===== src/rtl/sseg_pkg.sv =====
// Shared constants and FSM encoding for the seven-segment scan controller.
package sseg_pkg;

  localparam logic [6:0] SSEG_BLANK = 7'h7F;

  typedef enum logic [1:0] {
    IDLE  = 2'd0,
    BLANK = 2'd1,
    DRIVE = 2'd2
  } scan_state_t;

endpackage


===== src/rtl/sseg_scan_ctrl_decoder.sv =====
// Hex nibble to active-low seven-segment pattern, bit order GFEDCBA.
module hex_to_seven_seg (
  input  logic [3:0] hex,
  output logic [6:0] seg_l
);

  always_comb begin
    seg_l = 7'h7F;
    case (hex)
      4'h0: seg_l = 7'h40;
      4'h1: seg_l = 7'h79;
      4'h2: seg_l = 7'h24;
      4'h3: seg_l = 7'h30;
      4'h4: seg_l = 7'h19;
      4'h5: seg_l = 7'h12;
      4'h6: seg_l = 7'h02;
      4'h7: seg_l = 7'h78;
      4'h8: seg_l = 7'h00;
      4'h9: seg_l = 7'h10;
      4'hA: seg_l = 7'h08;
      4'hB: seg_l = 7'h03;
      4'hC: seg_l = 7'h46;
      4'hD: seg_l = 7'h21;
      4'hE: seg_l = 7'h06;
      4'hF: seg_l = 7'h0E;
      default: seg_l = 7'h7F;
    endcase
  end

endmodule


===== src/rtl/sseg_scan_ctrl.sv =====
// Time-multiplexed scan controller for a common-anode 7-segment display.
// Optional leading-zero blanking is enabled by defining SSEG_LZB_EN.
module sseg_scan_ctrl
  import sseg_pkg::*;
#(
  parameter int NUM_DIGITS   = 4,
  parameter int REFRESH_DIV  = 50000,
  parameter int BLANK_CYCLES = 16
) (
  input  logic                    clk,
  input  logic                    rst_l,
  input  logic                    enable,
  input  logic [4*NUM_DIGITS-1:0] value,
  input  logic [NUM_DIGITS-1:0]   dp,
  input  logic [NUM_DIGITS-1:0]   digit_en,
  output logic [6:0]              SSEG_L,
  output logic                    DP_L,
  output logic [NUM_DIGITS-1:0]   AN_L,
  output logic                    frame_tick
);

  localparam int CW = $clog2(REFRESH_DIV);
  localparam int IW = (NUM_DIGITS > 1) ? $clog2(NUM_DIGITS) : 1;
  localparam logic [CW-1:0] CNT_BLANK_LAST = CW'(BLANK_CYCLES - 1);
  localparam logic [CW-1:0] CNT_SLOT_LAST  = CW'(REFRESH_DIV - 1);
  localparam logic [IW-1:0] IDX_LAST       = IW'(NUM_DIGITS - 1);

  scan_state_t             state_q, state_d;
  logic [IW-1:0]           idx_q, idx_d;
  logic [CW-1:0]           cnt_q, cnt_d;
  logic [4*NUM_DIGITS-1:0] snap_val_q, snap_val_d;
  logic [NUM_DIGITS-1:0]   snap_dp_q, snap_dp_d;
  logic [NUM_DIGITS-1:0]   snap_en_q, snap_en_d;
  logic [NUM_DIGITS-1:0]   an_l_q, an_l_d;
  logic [6:0]              sseg_l_q, sseg_l_d;
  logic                    dp_l_q, dp_l_d;
  logic                    frame_tick_q, frame_tick_d;

  logic [NUM_DIGITS-1:0]   show;
  logic [3:0]              cur_nibble;
  logic [6:0]              dec_seg_l;
  logic                    load_snap;

`ifdef SSEG_LZB_EN
  logic lzb_seen;

  // Walk down from the top digit; a digit lights once a nonzero enabled nibble is at or above it.
  always_comb begin
    lzb_seen = 1'b0;
    show     = '0;
    for (int i = NUM_DIGITS - 1; i >= 0; i--) begin
      lzb_seen = lzb_seen | (snap_en_q[i] & (snap_val_q[4*i +: 4] != 4'h0));
      show[i]  = snap_en_q[i] & (lzb_seen | (i == 0));
    end
  end
`else
  assign show = snap_en_q;
`endif

  assign cur_nibble = 4'(snap_val_q >> {idx_q, 2'b00});

  hex_to_seven_seg u_dec (
    .hex   (cur_nibble),
    .seg_l (dec_seg_l)
  );

  always_comb begin
    state_d      = state_q;
    idx_d        = idx_q;
    cnt_d        = cnt_q;
    frame_tick_d = 1'b0;
    load_snap    = 1'b0;

    if (!enable) begin
      state_d = IDLE;
      idx_d   = '0;
      cnt_d   = '0;
    end else begin
      case (state_q)
        IDLE: begin
          state_d   = BLANK;
          idx_d     = '0;
          cnt_d     = '0;
          load_snap = 1'b1;
        end
        BLANK: begin
          cnt_d = cnt_q + 1'b1;
          if (cnt_q == CNT_BLANK_LAST) state_d = DRIVE;
        end
        DRIVE: begin
          if (cnt_q == CNT_SLOT_LAST) begin
            cnt_d   = '0;
            state_d = BLANK;
            if (idx_q == IDX_LAST) begin
              idx_d        = '0;
              frame_tick_d = 1'b1;
              load_snap    = 1'b1;
            end else begin
              idx_d = idx_q + 1'b1;
            end
          end else begin
            cnt_d = cnt_q + 1'b1;
          end
        end
        default: state_d = IDLE;
      endcase
    end

    snap_val_d = load_snap ? value    : snap_val_q;
    snap_dp_d  = load_snap ? dp       : snap_dp_q;
    snap_en_d  = load_snap ? digit_en : snap_en_q;
  end

  // Segments latch in the first blank cycle so they settle before the anode turns on.
  always_comb begin
    an_l_d   = '1;
    sseg_l_d = sseg_l_q;
    dp_l_d   = dp_l_q;

    if (state_d == DRIVE && show[idx_q]) an_l_d = ~(NUM_DIGITS'(1) << idx_q);

    if (state_d == IDLE) begin
      sseg_l_d = SSEG_BLANK;
      dp_l_d   = 1'b1;
    end else if (state_q == BLANK && cnt_q == '0) begin
      sseg_l_d = show[idx_q] ? dec_seg_l : SSEG_BLANK;
      dp_l_d   = ~(show[idx_q] & snap_dp_q[idx_q]);
    end
  end

  always_ff @(posedge clk or negedge rst_l) begin
    if (!rst_l) begin
      state_q      <= IDLE;
      idx_q        <= '0;
      cnt_q        <= '0;
      snap_val_q   <= '0;
      snap_dp_q    <= '0;
      snap_en_q    <= '0;
      an_l_q       <= '1;
      sseg_l_q     <= SSEG_BLANK;
      dp_l_q       <= 1'b1;
      frame_tick_q <= 1'b0;
    end else begin
      state_q      <= state_d;
      idx_q        <= idx_d;
      cnt_q        <= cnt_d;
      snap_val_q   <= snap_val_d;
      snap_dp_q    <= snap_dp_d;
      snap_en_q    <= snap_en_d;
      an_l_q       <= an_l_d;
      sseg_l_q     <= sseg_l_d;
      dp_l_q       <= dp_l_d;
      frame_tick_q <= frame_tick_d;
    end
  end

  assign SSEG_L     = sseg_l_q;
  assign DP_L       = dp_l_q;
  assign AN_L       = an_l_q;
  assign frame_tick = frame_tick_q;

endmodule


===== config.mk =====
export PLATFORM = sky130hd
export DESIGN_NAME = sseg_scan_ctrl
export DESIGN_NICKNAME = d
export VERILOG_FILES = /design/src/rtl/sseg_pkg.sv /design/src/rtl/sseg_scan_ctrl_decoder.sv /design/src/rtl/sseg_scan_ctrl.sv
export SDC_FILE = /design/constraint.sdc
export NUM_CORES = 1
export LEC_CHECK = 0
export CAP_MARGIN = 20
export CORE_MARGIN = 2
export CORE_UTILIZATION = 45
export CTS_CLUSTER_DIAMETER = 100
export DETAILED_ROUTE_END_ITERATION = 6
export GPL_ROUTABILITY_DRIVEN = 0
export GPL_TIMING_DRIVEN = 1
export PLACE_DENSITY = 0.76
export REMOVE_ABC_BUFFERS = 1
export SYNTH_ARGS = -nofsm -noshare
export SYNTH_HDL_FRONTEND = slang
export SYNTH_HIERARCHICAL = 1
export SYNTH_SLANG_ARGS = --single-unit

===== constraint.sdc =====
create_clock -name clk -period 2.55 [get_ports clk]
set_input_delay 0.51 -clock clk [delete_from_list [all_inputs] [get_ports clk]]
set_output_delay 0.51 -clock clk [all_outputs]
set_load 0.05 [all_outputs]

# Word-level counts from Yosys, hierarchy flattened
# Memory sizes are Yosys's and may differ from the RTL's.
# Cells that the tools add are included.
# totals
regBits	57
rom_bits	112
out_inout_bits	13
n_memories	1
# mem_list
name	words	word_bits	rd	rd_ports_with_merged_regs	write_ports	line	source
(name not given)	16	7	1	0	0	sseg_scan_ctrl_decoder.sv:9	case (hex)
# op_classes
n_addsub	2
magnitude_cmp	1
eq_ne	9
shifts	2
muxes	27
bitwise_logic	3
reduce_logical	7
# op_table
op	n
16-bit one-hot mux with 3 select lines	1
16-bit 2-to-1 mux	2
7-bit 2-to-1 mux	3
16-bit by 1-bit adder with 16-bit output (second input constant)	1
16-bit equality test (second input constant)	1
16-bit by 4-bit equality test with 1-bit output (second input constant)	1
16-bit logical NOT	1
16-bit by 4-bit >> shifter with 4-bit output	1
2-bit 2-to-1 mux	6
1-bit 2-to-1 mux	9
2-bit equality test (second input constant)	3
2-bit one-hot mux with 3 select lines	1
1-bit binary-select mux with 2-bit select	2
2-bit logical NOT	2
4-bit 2-to-1 mux	1
4-bit by 1-bit != test with 1-bit output (second input constant)	1
4-bit NOT	1
2-bit one-hot mux with 2 select lines	1
1-bit by 2-bit << shifter with 4-bit output (first input constant)	1
2-bit by 3-bit < comparator with 1-bit output (second input constant)	1
3-bit by 1-bit != test with 1-bit output (second input constant)	1
3-bit != test (second input constant)	1
2-bit by 1-bit adder with 2-bit output (second input constant)	1
2-bit by 1-bit equality test with 1-bit output (second input constant)	1
6 further kinds	7

# Logic depth before layout (Yosys ltp)
# logic_depth
depth_word	7
mapped_depth	10

# Modules after synthesis
# Netlist, hierarchy kept.
# by_module_without_submodules
mod	n_inst	cells_each	area_per_inst_um2	seq_area_each_um2
sseg_scan_ctrl	1	264	3042.9	1441.4
hex_to_seven_seg	1	33	274.0	0.0

# Worst setup path before layout
# No wires, ideal clock.
# synth_path
kind	reg2reg
start	reg idx_q[0]
end	reg sseg_l_q[3], in the netlist SSEG_L[3]
arrival_time_ns	2.282
required_ns	2.457
path_slack_ns	0.175
path_stages_with_launch	10
path_buffers	1
period_less_slack_ns	2.375
path_cell_list	dfrtp_1 -> buf_2 -> mux4_2 -> inv_1 -> ha_1 -> inv_1 -> mux4_1 -> nand2b_1 -> mux2i_1 -> o211ai_1
# synth_via
elab_chain_len	5
# synth_lines
item	line	source
from (decl)	sseg_scan_ctrl.sv:29	logic [IW-1:0] idx_q, idx_d;
from (signal assigned)	sseg_scan_ctrl.sv:145	idx_q <= idx_d;
16-bit by 4-bit >> shifter with 4-bit output	sseg_scan_ctrl.sv:60	assign cur_nibble = 4'(snap_val_q >> {idx_q, 2'b00});
named net cur_nibble[0]	sseg_scan_ctrl.sv:40	logic [3:0] cur_nibble;
memory read 16 x 7 bit	-	
named net dec_seg_l[3]	sseg_scan_ctrl.sv:41	logic [6:0] dec_seg_l;
7-bit 2-to-1 mux	sseg_scan_ctrl.sv:126	sseg_l_d = show[idx_q] ? dec_seg_l : SSEG_BLANK;
7-bit 2-to-1 mux	sseg_scan_ctrl.sv:125	end else if (state_q == BLANK && cnt_q == '0) begin
7-bit 2-to-1 mux	sseg_scan_ctrl.sv:122	if (state_d == IDLE) begin
to (signal assigned)	sseg_scan_ctrl.sv:151	sseg_l_q <= sseg_l_d;
to (decl)	sseg_scan_ctrl.sv:35	logic [6:0] sseg_l_q, sseg_l_d;
# The timed path passes the listed nets, and every way through them passes these cells. The select of a mux whose other input is x is not followed.
# A chain may end at the register's enable or synchronous reset.

# Final worst setup path
# Same ends and word-level chain as after synthesis.

==> parameters.txt <==
Parameter                              Value

Drt
  DRC violations left    0
  First-pass iteration count of the detailed router    4
  Via total after detailed routing    roughly 2,500
  Average routed wire per standard cell    roughly 16 um
  Iter 0 DRT Violations    146
  Final wirelength    7160 um
  Via-per-instance ratio    between 5 and 6
  Antenna-violating nets left    0

Synth
  Proportion of synthesized flip-flops having asynchronous set or reset    100%
  Commonest cells in the netlist    sky130_fd_sc_hd__dfrtp_1 (45), sky130_fd_sc_hd__mux2_2 (22), sky130_fd_sc_hd__ha_1 (17), sky130_fd_sc_hd__nor2_1 (17), sky130_fd_sc_hd__inv_1 (16)
  Ys Warns    6
  Register bit count reported by yosys    57
  Cell area after technology mapping    3320 um2
  Count of unique library cells instantiated by Yosys    58
  Post-Syn Instances    297
  Number of enable-type register cells in the synthesized netlist    0
  Synthesized area divided by synthesized cell count    ~11 um2
  Top cell type by total area after synthesis    sky130_fd_sc_hd__dfrtp_1
  Most numerous cell in the Yosys netlist    sky130_fd_sc_hd__dfrtp_1
  Synth top area cells    sky130_fd_sc_hd__dfrtp_1 (34%), sky130_fd_sc_hd__dfstp_2 (9.5%), sky130_fd_sc_hd__mux2_2 (7.5%)
  Share of synthesized area occupied by flip-flops and latches    between 40% and 50%
  Area share of the leading cell type in the synthesized netlist    33.9%
  Top FF cell, synth    sky130_fd_sc_hd__dfrtp_1

Pwr
  Portion of total power attributed to the clock network    35.4%
  Highest ir drop seen on vdd    ~0.00027 V
  Net Switching    between 0.6 and 0.7 mW
  Part of the power in combinational logic    between 20% and 30%
  Cell area power density    581 nW/um2
  Switching power share of the total    26.9%
  Register share of total power    between 40 and 50%
  Cell leakage power    roughly 1.7 nW
  Internal    approximately 1.7 mW

Placed design
  Cell area after placement    3780 um2
  Port Buffers    39
  Placed wire-length estimate    ~5200 um
  Total placed cells including tap cells    ~430

STA
  Clock tree skew after final layout    0.0119 ns
  Number of failing setup endpoints in the final timing report    0
  RSZ-0062 raised after global routing    false
  Highest clock frequency the design can meet    420 MHz
  Tmin final    ~2.4 ns
  Min Hold Slack    0.258 ns
  Least-Margin Pin Slew    roughly 0.8 ns
  Number of endpoints with negative hold slack in the final report    0
  Setup TNS    0 ns
  Post-route clock period utilization    93.5%
  Worst max-slew margin expressed relative to the limit    46.5%
  Number of slew-limit violations in the final report    0

Floorplan
  Die Width    around 90 um
  Die boundary height    89.9 um
  Area of the die    roughly 8100 um2
  IO Count    40
  Initial core utilization    around 46%
  FP Rows    31
  Core area    roughly 7200 um2

Flow run
  Reported max-cap violation count    0

Global route
  Global-route usage over all layers    between 15 and 20%
  Aggregate global routing overflow    0
  Wire length of the first global-routing pass    around 12,000 um
  Initial antenna violation count    0
  Via count of the first global-routing pass    ~2,400
  Pin count of the biggest net entering global routing    37

Worst setup path
  Critical Path End Type    register
  Register-to-register setup slack    between 0.15 and 0.2 ns
  R2R Path End    SSEG_L[3]
  Arrival time of data at the critical path endpoint    about 2.6 ns
  Reg2Reg Launch Point    idx_q[0]
  Required arrival time at the worst endpoint    about 2.8 ns
  Critical path launch point type    register
  Largest fanout on the critical path    5
  Depth of the most critical reg-to-reg path    7
  Worst Path Class, Setup    reg2reg

Cells and area
  Final core utilization    approximately 56%
  Count of nets after finishing    384
  Final Cell Area    3990 um2
  Seq. cell area    1440 um2
  Count of inserted antenna diode cells    0
  Layout overhead on the synthesized area    20.1%
  Footprint of the multi-input gates    1700 um2
  Fraction of final layout cells sized beyond drive strength 1    22.6%
  Finished Layout Cells    444
  Fill cell total of the finished layout    between 600 and 700

Clock network
  Max Buffers Root-to-Sink    2
  Number of H-tree levels    3
  Clk_lat worst skew    between 0.3 and 0.4 ns
  TritonCTS sink count    between 50 and 60
  Clock tree from TritonCTS    yes
  Total clock buffers created by CTS    9
  Library cell used as clock root buffer    sky130_fd_sc_hd__clkbuf_8
  Clock-pin transition on the worst setup and hold timing paths    0.07 ns
  Number of buffers inserted by hold repair at cts    0

Run status
  Result of the run    completed

Hold path
  Path category of the worst min-delay check    in2async
-- power by group through the flow --
| stage | logic, mW | registers (mW) | clock network (mW) |
|---|---|---|---|
| after floorplan | 0.280 | 1.05 | 0 |
| after global placement | 0.444 | 1.04 | 0 |
| after detailed placement | 0.460 | 1.04 | 0 |
| after CTS | 0.462 | 1.03 | 0.838 |
| after global routing | 0.507 | 1.04 | 0.882 |
| final | 0.467 | 1.03 | 0.819 |
-- state kept, by name, summed over array words and instances (netlist names) --
name	count
snap_val_q	16
show	4
snap_dp_q	4
state_q	2
cnt_q	16
frame_tick	1
SSEG_L	7
AN_L	4
idx_q	2
DP_L	1
-- critical path, stage by stage (launching register included) --
cell	delay (ns)
sky130_fd_sc_hd__dfrtp_2	0.45
sky130_fd_sc_hd__mux4_2	0.57
sky130_fd_sc_hd__buf_4	0.17
sky130_fd_sc_hd__ha_1	0.23
sky130_fd_sc_hd__mux4_1	0.49
sky130_fd_sc_hd__nand2b_1	0.15
sky130_fd_sc_hd__mux2i_1	0.13
sky130_fd_sc_hd__o211ai_1	0.10
-- cells in the final DEF (no fill, tap or decap), types with 3 or more instances in the layout --
| master | netlist | layout |
|---|---|---|
| sky130_fd_sc_hd__a21oi_1 | 6 | 6 |
| sky130_fd_sc_hd__a22o_1 | 7 | 7 |
| sky130_fd_sc_hd__a31oi_1 | 5 | 5 |
| sky130_fd_sc_hd__and2_1 | 3 | 3 |
| sky130_fd_sc_hd__and3_1 | 3 | 3 |
| sky130_fd_sc_hd__buf_4 | 2 | 8 |
| sky130_fd_sc_hd__clkbuf_8 | 1 | 10 |
| sky130_fd_sc_hd__clkdlybuf4s50_1 | 0 | 38 |
| sky130_fd_sc_hd__clkinv_2 | 0 | 3 |
| sky130_fd_sc_hd__dfrtp_1 | 45 | 44 |
| sky130_fd_sc_hd__dfstp_2 | 12 | 12 |
| sky130_fd_sc_hd__ha_1 | 17 | 17 |
| sky130_fd_sc_hd__inv_1 | 16 | 16 |
| sky130_fd_sc_hd__mux2_2 | 22 | 22 |
| sky130_fd_sc_hd__mux2i_1 | 11 | 11 |
| sky130_fd_sc_hd__mux4_2 | 5 | 5 |
| sky130_fd_sc_hd__nand2_1 | 15 | 15 |
| sky130_fd_sc_hd__nand2b_1 | 9 | 9 |
| sky130_fd_sc_hd__nand3_1 | 12 | 12 |
| sky130_fd_sc_hd__nand4_1 | 10 | 10 |
| sky130_fd_sc_hd__nor2_1 | 17 | 17 |
| sky130_fd_sc_hd__nor2b_1 | 3 | 3 |
| sky130_fd_sc_hd__nor3_1 | 8 | 8 |
| sky130_fd_sc_hd__o211ai_1 | 7 | 7 |
| sky130_fd_sc_hd__o21ai_0 | 4 | 4 |
| sky130_fd_sc_hd__o31ai_1 | 5 | 5 |
-- per-stage QoR --
| step | setup WS, ns | power (mW) |
|---|---|---|
| final | 0.166 | 2.31 |
| after floorplan | 0.0754 | 1.33 |
| after global routing | 0.0158 | 2.43 |
| after global placement | 0.214 | 1.48 |
| after detailed placement | 0.0638 | 1.50 |
| after CTS | 0.0494 | 2.33 |
-- metal layers --
layer	track usage, %	wire length [um]	up-vias
li1	-	-	1187
met1	24.6	3360	1243
met2	28.3	3390	68
met3	4.27	292	10
met4	7.18	115	0
met5	0	0	-
-- cell families after synthesis --
kind of cell / after synthesis / share of synthesized area, %
AND/OR/NAND/NOR: 97 / 16.7
flip-flops: 57 / 43.5
AO/OA/AOI/OAI: 49 / 10.8
multiplexers: 43 / 16.9
buffers and inverters: 32 / 5.21
adder cells (fa/ha/maj): 17 / 6.41
XOR/XNOR: 2 / 0.528
-- worst max-delay path by stage --
stage,start,to,slack (ns),depth (start not counted)
after floorplan,cnt_q[0],show[0],0.08,6
after global placement,idx_q[0],SSEG_L[3],0.21,8
after detailed placement,idx_q[0],SSEG_L[3],0.06,8
after CTS,idx_q[0],SSEG_L[3],0.05,8
after global routing,idx_q[0],SSEG_L[3],0.02,8
final,idx_q[0],SSEG_L[3],0.17,7
-- what timing repair did --
action                     4_1_cts  5_1_grt
setup buffers                    0        2
gates resized for setup          0        1
setup endpoints to repair        0        2
-- final cells by class --
type | count | area share (%)
multi-input cells | 208 | 42.7
flip-flops and latches | 57 | 36.2
repair buffers | 48 | 11.7
clock buffers | 12 | 3.64
well taps | 99 | 3.11
inverters | 16 | 1.51
clock inverters | 4 | 1.13
(Power assumes the default switching activity.)
